**src/rtl/alu_operand_loader.sv**
```systemverilog
// alu_operand_loader: collects opcode/A/B bytes from a byte stream and issues them to the ALU with valid/ready
// Ports: clk, rst (async active-high); in_data/in_valid/in_ready byte stream in;
//        op/A/B/opnd_valid/opnd_ready operand handshake out; err_timeout/err_parity 1-cycle error pulses;
//        op_count issued-operation counter.
// Optional feature: define PARITY_CHECK_EN to require a 4th check byte equal to opbyte^A^B.
module alu_operand_loader #(
  parameter int OP_WIDTH = 3,
  parameter int TIMEOUT  = 255
) (
  input  logic                clk,
  input  logic                rst,
  input  logic [7:0]          in_data,
  input  logic                in_valid,
  output logic                in_ready,
  output logic [OP_WIDTH-1:0] op,
  output logic [7:0]          A,
  output logic [7:0]          B,
  output logic                opnd_valid,
  input  logic                opnd_ready,
  output logic                err_timeout,
  output logic                err_parity,
  output logic [15:0]         op_count
);
  localparam int TW = TIMEOUT > 1 ? $clog2(TIMEOUT + 1) : 1;
`ifdef PARITY_CHECK_EN
  localparam int SW = 8;
  typedef enum logic [2:0] {S_OP, S_A, S_B, S_CHK, S_ISSUE} state_t;
`else
  localparam int SW = OP_WIDTH;
  typedef enum logic [2:0] {S_OP, S_A, S_B, S_ISSUE} state_t;
`endif
  state_t r_state, w_next;
  logic [TW-1:0] r_timer;
  logic [SW-1:0] r_sop;
  logic [7:0] r_sa;
  logic [OP_WIDTH-1:0] r_op;
  logic [7:0] r_a, r_b;
  logic [15:0] r_count;
  logic r_err_to, r_err_par;
  logic w_acc, w_wait, w_to, w_load, w_par_bad;
  logic [7:0] w_b;
  assign in_ready = r_state != S_ISSUE;
  assign w_acc = in_valid && in_ready;
`ifdef PARITY_CHECK_EN
  logic [7:0] r_sb;
  assign w_wait = r_state inside {S_A, S_B, S_CHK};
  assign w_par_bad = r_state == S_CHK && w_acc && in_data != (r_sop ^ r_sa ^ r_sb);
  assign w_load = r_state == S_CHK && w_acc && !w_par_bad;
  assign w_b = r_sb;
  always_ff @(posedge clk or posedge rst)
    if (rst) r_sb <= '0;
    else if (w_acc && r_state == S_B) r_sb <= in_data;
`else
  assign w_wait = r_state inside {S_A, S_B};
  assign w_par_bad = 1'b0;
  assign w_load = r_state == S_B && w_acc;
  assign w_b = in_data;
`endif
  // Only an idle cycle can time out: a byte arriving as the timer hits the limit wins.
  assign w_to = TIMEOUT != 0 && w_wait && !w_acc && r_timer == TW'(TIMEOUT);
  always_ff @(posedge clk or posedge rst)
    if (rst) r_state <= S_OP;
    else r_state <= w_next;
  // Collection states are encoded consecutively, so an accepted byte advances by one.
  always_comb begin
    w_next = r_state;
    if (w_to || w_par_bad) w_next = S_OP;
    else if (w_load) w_next = S_ISSUE;
    else if (r_state == S_ISSUE) w_next = opnd_ready ? S_OP : S_ISSUE;
    else if (w_acc) w_next = state_t'(r_state + 3'd1);
  end
  always_ff @(posedge clk or posedge rst)
    if (rst) r_timer <= '0;
    else if (w_acc || !w_wait || w_to) r_timer <= '0;
    else if (TIMEOUT != 0) r_timer <= r_timer + 1'b1;
  // Bytes land in shadow registers; op/A/B only change when a complete packet is issued,
  // so dropped packets leave the outputs untouched.
  always_ff @(posedge clk or posedge rst)
    if (rst) begin
      r_sop <= '0;
      r_sa <= '0;
      r_op <= '0;
      r_a <= '0;
      r_b <= '0;
      r_count <= '0;
      r_err_to <= 1'b0;
      r_err_par <= 1'b0;
    end else begin
      if (w_acc && r_state == S_OP) r_sop <= in_data[SW-1:0];
      if (w_acc && r_state == S_A) r_sa <= in_data;
      if (w_load) begin
        r_op <= r_sop[OP_WIDTH-1:0];
        r_a <= r_sa;
        r_b <= w_b;
      end
      if (r_state == S_ISSUE && opnd_ready) r_count <= r_count + 16'd1;
      r_err_to <= w_to;
      r_err_par <= w_par_bad;
    end
  assign op = r_op;
  assign A = r_a;
  assign B = r_b;
  assign opnd_valid = r_state == S_ISSUE;
  assign err_timeout = r_err_to;
  assign err_parity = r_err_par;
  assign op_count = r_count;
endmodule
```
**config.mk**
```make
export PLATFORM = sky130hd
export DESIGN_NAME = alu_operand_loader
export DESIGN_NICKNAME = d
export VERILOG_FILES = /design/src/rtl/alu_operand_loader.sv
export SDC_FILE = /design/constraint.sdc
export NUM_CORES = 1
export LEC_CHECK = 0
export CAP_MARGIN = 20
export CORE_UTILIZATION = 30
export CTS_CLUSTER_DIAMETER = 30
export CTS_CLUSTER_SIZE = 14
export DETAILED_ROUTE_END_ITERATION = 6
export GPL_TIMING_DRIVEN = 0
export PLACE_DENSITY_LB_ADDON = 0.08
export SYNTH_ARGS = -nofsm -noshare
export SYNTH_HDL_FRONTEND = slang
export SYNTH_SLANG_ARGS = --single-unit
```
**constraint.sdc**
```tcl
create_clock -name clk -period 3.5 [get_ports clk]
set_input_delay 0.35 -clock clk [delete_from_list [all_inputs] [get_ports clk]]
set_output_delay 0.35 -clock clk [all_outputs]
set_load 0.05 [all_outputs]
```
## Word-level counts from Yosys, hierarchy flattened

Index checks and enable logic that the tools add are counted.

| storage, ports and cells | value |
|---|---|
| flip-flop bits (word level) | 58 |
| bits of input ports | 12 |
| output and inout port bits | 39 |
| logic and storage cells | 37 |

| cells by class | value |
|---|---|
| $add $sub $neg | 3 |
| equality and inequality tests | 5 |
| multiplexer cells | 6 |
| reduce and logical (&&, ||, !) cells | 14 |

Operators with widths:

| cell | number |
|---|---|
| $add 16x1->16 const B | 1 |
| $mux 3 | 4 |
| $add 8x1->8 const B | 1 |
| $eq 8x8->1 const B | 1 |
| $mux 8 | 1 |
| $logic_and 1x1->1 | 7 |
| $eq 3x2->1 const B | 2 |
| $reduce_bool 4->1 | 1 |
| $add 3x1->3 const B | 1 |
| $eq 3x1->1 const B | 1 |
| $logic_not 3->1 | 1 |
| $ne 3x2->1 const B | 1 |
| $logic_not 1->1 | 2 |
| $logic_or 1x1->1 | 2 |
| $mux 2 | 1 |
| $reduce_bool 2->1 | 1 |

## Longest topological paths before layout

| logic depth | value |
|---|---|
| depth after elaboration | 7 |
| gate-level depth with buffers | 7 |
| mapped depth without buffers | 6 |

## Least setup slack after synthesis

No wires, ideal clock.

| path | value |
|---|---|
| kind | reg2reg |
| from | register r_state[0] |
| to | register r_state[0] |
| setup time | 0.094 ns |
| arrival | 2.104 ns |
| data required time | 3.406 ns |
| path slack | 1.302 ns |
| stages on the path, launching flop included | 6 |
| buffers on the path | 0 |
| period minus slack after synthesis | 2.198 ns |
| cells stage by stage | dfrtp_1 ha_1 inv_1 nor2_1 inv_1 a211oi_1 |

| between the ends | value |
|---|---|
| elaborated cells on any way between the ends | 16 |
| classes of those cells | add/sub (1); eq/ne (4); mux (4); reduce/logical (7) |

RTL lines:

| element | RTL line | RTL |
|---|---|---|
| start: declaration | 32 | `state_t r_state, w_next;` |
| start signal: assignment | 63 | `else r_state <= w_next;` |
| $eq 3x2->1 * | - |  |
| named net opnd_valid | 18 | `output logic opnd_valid,` |
| $mux 3 | 69 | `else if (r_state == S_ISSUE) w_next = opnd_ready ? S_OP : S_ISSUE;` |
| $mux 3 | 68 | `else if (w_load) w_next = S_ISSUE;` |
| $mux 3 | 67 | `if (w_to \|\| w_par_bad) w_next = S_OP;` |

Mark *: on every way through the listed nets, which the timed path passes. The rest lies on a longest branch. The select of a mux whose other input is x is not followed.
A chain may end at the register's enable or synchronous reset.

## Worst setup path in the final report

| path | value |
|---|---|
| from | register r_state[0] |
| to | output port in_ready |

| between the ends | value |
|---|---|
| word-level cells in the longest chain between the ends | 1 |

Ends and longest elaborated chain:

| element | RTL line | RTL |
|---|---|---|
| $ne 3x2->1 | 42 | `assign in_ready = r_state != S_ISSUE;` |
| end: declaration | 14 | `output logic in_ready,` |

No other way between the ends.

==> run_results.csv <==
group,metric,value,unit
global_route,overflow,0,
worst_setup_path,critPathRequiredTime,3150,ps
die,pin_count,51,
sta,slew_viol_final,0,
cells_and_area,syn_to_final_growth,32.54,%
yosys,synthesis.area,0.002534,mm2
cts,clk_latency,330,ps
power_and_ir_drop,pwr-share-comb,46.4,%
yosys,yosysUniqueCellTypes,35,
global_route,met1_usage,15.74,%
yosys,synthCells,191,
cts,cts_tree,"built",
cells_and_area,n_antenna_cell,0,
global_route,grt_pass1_wl,7969,um
outcome,status,"complete, no violations",
power_and_ir_drop,ir_drop,0.0004657,V
power_and_ir_drop,p_total,3.018,mW
min_path,holdCritPathClass,"in2async",
sta,finalCritPeriodShare,69.08,%
yosys,ys.flop_type,"dfrtp_1",
placed_design,place_area,0.003176,mm2
cells_and_area,design_area,0.003358,mm2
cts,cts.hold.buffers_added,0,
worst_setup_path,worstPathMaxFanout,5,
yosys,synth.avg_cell_area,13.27,um2
cells_and_area,num-fill-cells,794,
cts,cts_buffers,9,
global_route,grt-busiest-layer,"met2",
global_route,use_met3,5.259,%
yosys,synth_edf_count,0,
global_route,antenna_found_initial,0,
cts,root_buffer,"clkbuf_8",
global_route,grt_usage,12.12,%
placed_design,port_buffers,49,
die,dieArea,0.008817,mm2
worst_setup_path,regToRegStartpoint,"r_state[0]",
sta,period_needed,2418,ps
worst_setup_path,worstSetupPathType,"reg2out",
worst_setup_path,cp_slowest_cell,"clkdlybuf4s50_1",
yosys,synth_area_leaders,"dfrtp_1 57%, mux2_2 9.3%, mux2_4 5.9%, xnor2_1 4.5%, ha_1 3.0%",
drt,vias,1591,
cells_and_area,final_util,41.08,%
sta,fmaxAchievable,413.6,MHz
die,core,0.008175,mm2
sta,slew_headroom,61.16,%
cts,post_cts_buffers,0,
worst_setup_path,path_cells,"ha_1, inv_1, nor2_1, inv_1, clkdlybuf4s50_1",
drt,drc,0,
yosys,seq_area_frac_synth,57.28,%
power_and_ir_drop,p_clk_share,19.0,%
die,floorplan.initialDensity,30.99,%
power_and_ir_drop,switchingPower,1.215,mW
cts,cts.sinks,58,
worst_setup_path,cpMostUsedCell,"inv_1",
sta,grt_setup_unrepaired,"false",
die,die_h,93.90,um
worst_setup_path,cp_slowest_stage_delay,800,ps
worst_setup_path,r2r-end,"op[0]",
drt,postRouteAntennaNets,0,
sta,setup_viol,0,
placed_design,gp_congestion,0.7163,
cts,htreeDepth,3,
yosys,syn-num-nets,209,
sta,finalWorstSetupSlack,1082,ps
drt,drt_iter0_drc,38,
cells_and_area,ff_latch_area,0.001451,mm2
yosys,synth.most_common_cell,"dfrtp_1",
die,num_rows,33,
cts,cts_buffer_depth,2,
power_and_ir_drop,p_int,1.803,mW
die,die_w,93.90,um
drt,wl_per_cell,12.74,um
yosys,synth_top_cell_area_share,57.28,%
yosys,synth-seq-cells,58,
sta,holdWs,402.9,ps
global_route,grt_start_max_net_pins,34,
worst_setup_path,rr_worst_depth,6,
worst_setup_path,ff2ff_setup_slack,1560,ps
run,drv_cap,0,
cts,post_cts_resized,0,
yosys,async_reset_ff_share,100.0,%
yosys,yosys.area.top_type,"dfrtp_1",
sta,tightest_slew,581.7,ps
cts,path_clk_slew,60,ps
yosys,netlist_top_cells_count,"58 x dfrtp_1, 21 x mux2_2, 13 x xnor2_1",
yosys,synth-warning-count,0,
power_and_ir_drop,sequentialPowerShare,34.6,%
power_and_ir_drop,leakagePower,1.472,nW
sta,skew,8.125,ps
cells_and_area,fin_nets,270,
power_and_ir_drop,powerDensity,898.6,mW/mm2
placed_design,pre_cts_slack,1246,ps
drt,vias_per_cell,4.407,
global_route,use_met2,18.07,%
drt,firstDrtPassIters,4,
sta,tns,0,ps
placed_design,placedCellCount,346,
worst_setup_path,cp.arrival,2070,ps
sta,hold_viol,0,
placed_design,post-dp-hpwl,3249,um
worst_setup_path,cp-end-kind,"output pin",
cells_and_area,multi_input_area,980.9,um2
drt,drt_wl_total,4600,um
cells_and_area,drive_gt1_share,24.22,%
power_and_ir_drop,p_sw_share,40.26,%
worst_setup_path,start_kind,"register",
cells_and_area,final_cells,361,
global_route,grt_pass1_vias,1611,
==> metal layers <==
layer,vias to the layer above,part of all wire (%)
li1,772,-
met1,773,47
met4,0,1.3
met3,5,5.9
met5,-,0
met2,41,46
==> critical path, delay by kind of cell (launching register included) <==
family	cells	cell delay, ps
fa+ha+maj	1	280
buf+inv	3	970
flops	1	430
simple gates	1	60
==> registers in the layout, summed over array words and instances, names as in the netlist <==
name,flops
A,8
op,3
r_state,3
op_count,16
r_sa,8
r_timer,8
r_sop,3
err_timeout,1
B,8
==> cells by family after synthesis <==
family / share of synthesized area [%]
adders and majority gates: 2.963
other: 0.1480
AOI/OAI and AO/OA: 2.420
and+or+nand+nor: 10.72
buffers and inverters: 4.000
muxes: 15.26
DFF: 57.28
xor gates and xnor gates: 7.210
==> cell type report <==
type | count | area share, %
clock inverter | 6 | 1.751
sequential | 58 | 43.22
multi-input combinational | 118 | 29.21
timing repair buffer | 50 | 15.20
clock buffer | 9 | 3.689
buffer | 7 | 2.124
tap | 105 | 3.912
inverter | 8 | 0.8942
==> power by group through the flow <==
stage | sequential (mW) | clock [mW] | combinational, mW
floorplan | 1.51 | 0 | 0.529
global placement | 1.06 | 0 | 1.41
detailed placement | 1.06 | 0 | 1.42
CTS | 1.05 | 0.605 | 1.42
global route | 1.08 | 0.632 | 1.49
finish | 1.04 | 0.573 | 1.40
==> layout by cell type, fill, tap and decap left out, types with 7 or more instances in the layout <==
master           synthesis  routed
clkbuf_8                 0       9
inv_1                    8       7
mux2_2                  21      21
dfrtp_1                 58      58
nand2_1                 10      10
mux2_4                  10      10
nand3_1                  8       8
clkdlybuf4s50_1          0      49
nor2_1                  12      12
xnor2_1                 13      13
==> worst max path at each step <==
stage | startpoint | end | slack [ps] | depth (start not counted)
final | r_state[0] | in_ready | 1080 | 5
after global routing | r_state[0] | opnd_valid | 930 | 4
after CTS | r_state[0] | in_ready | 1050 | 5
after detailed placement | in_valid | A[7] | 1250 | 6
after global placement | rst | A[1] | 460 | 2
after floorplan | r_state[0] | r_state[0] | 1300 | 5
Note: power is estimated with default switching activity, not from simulation.
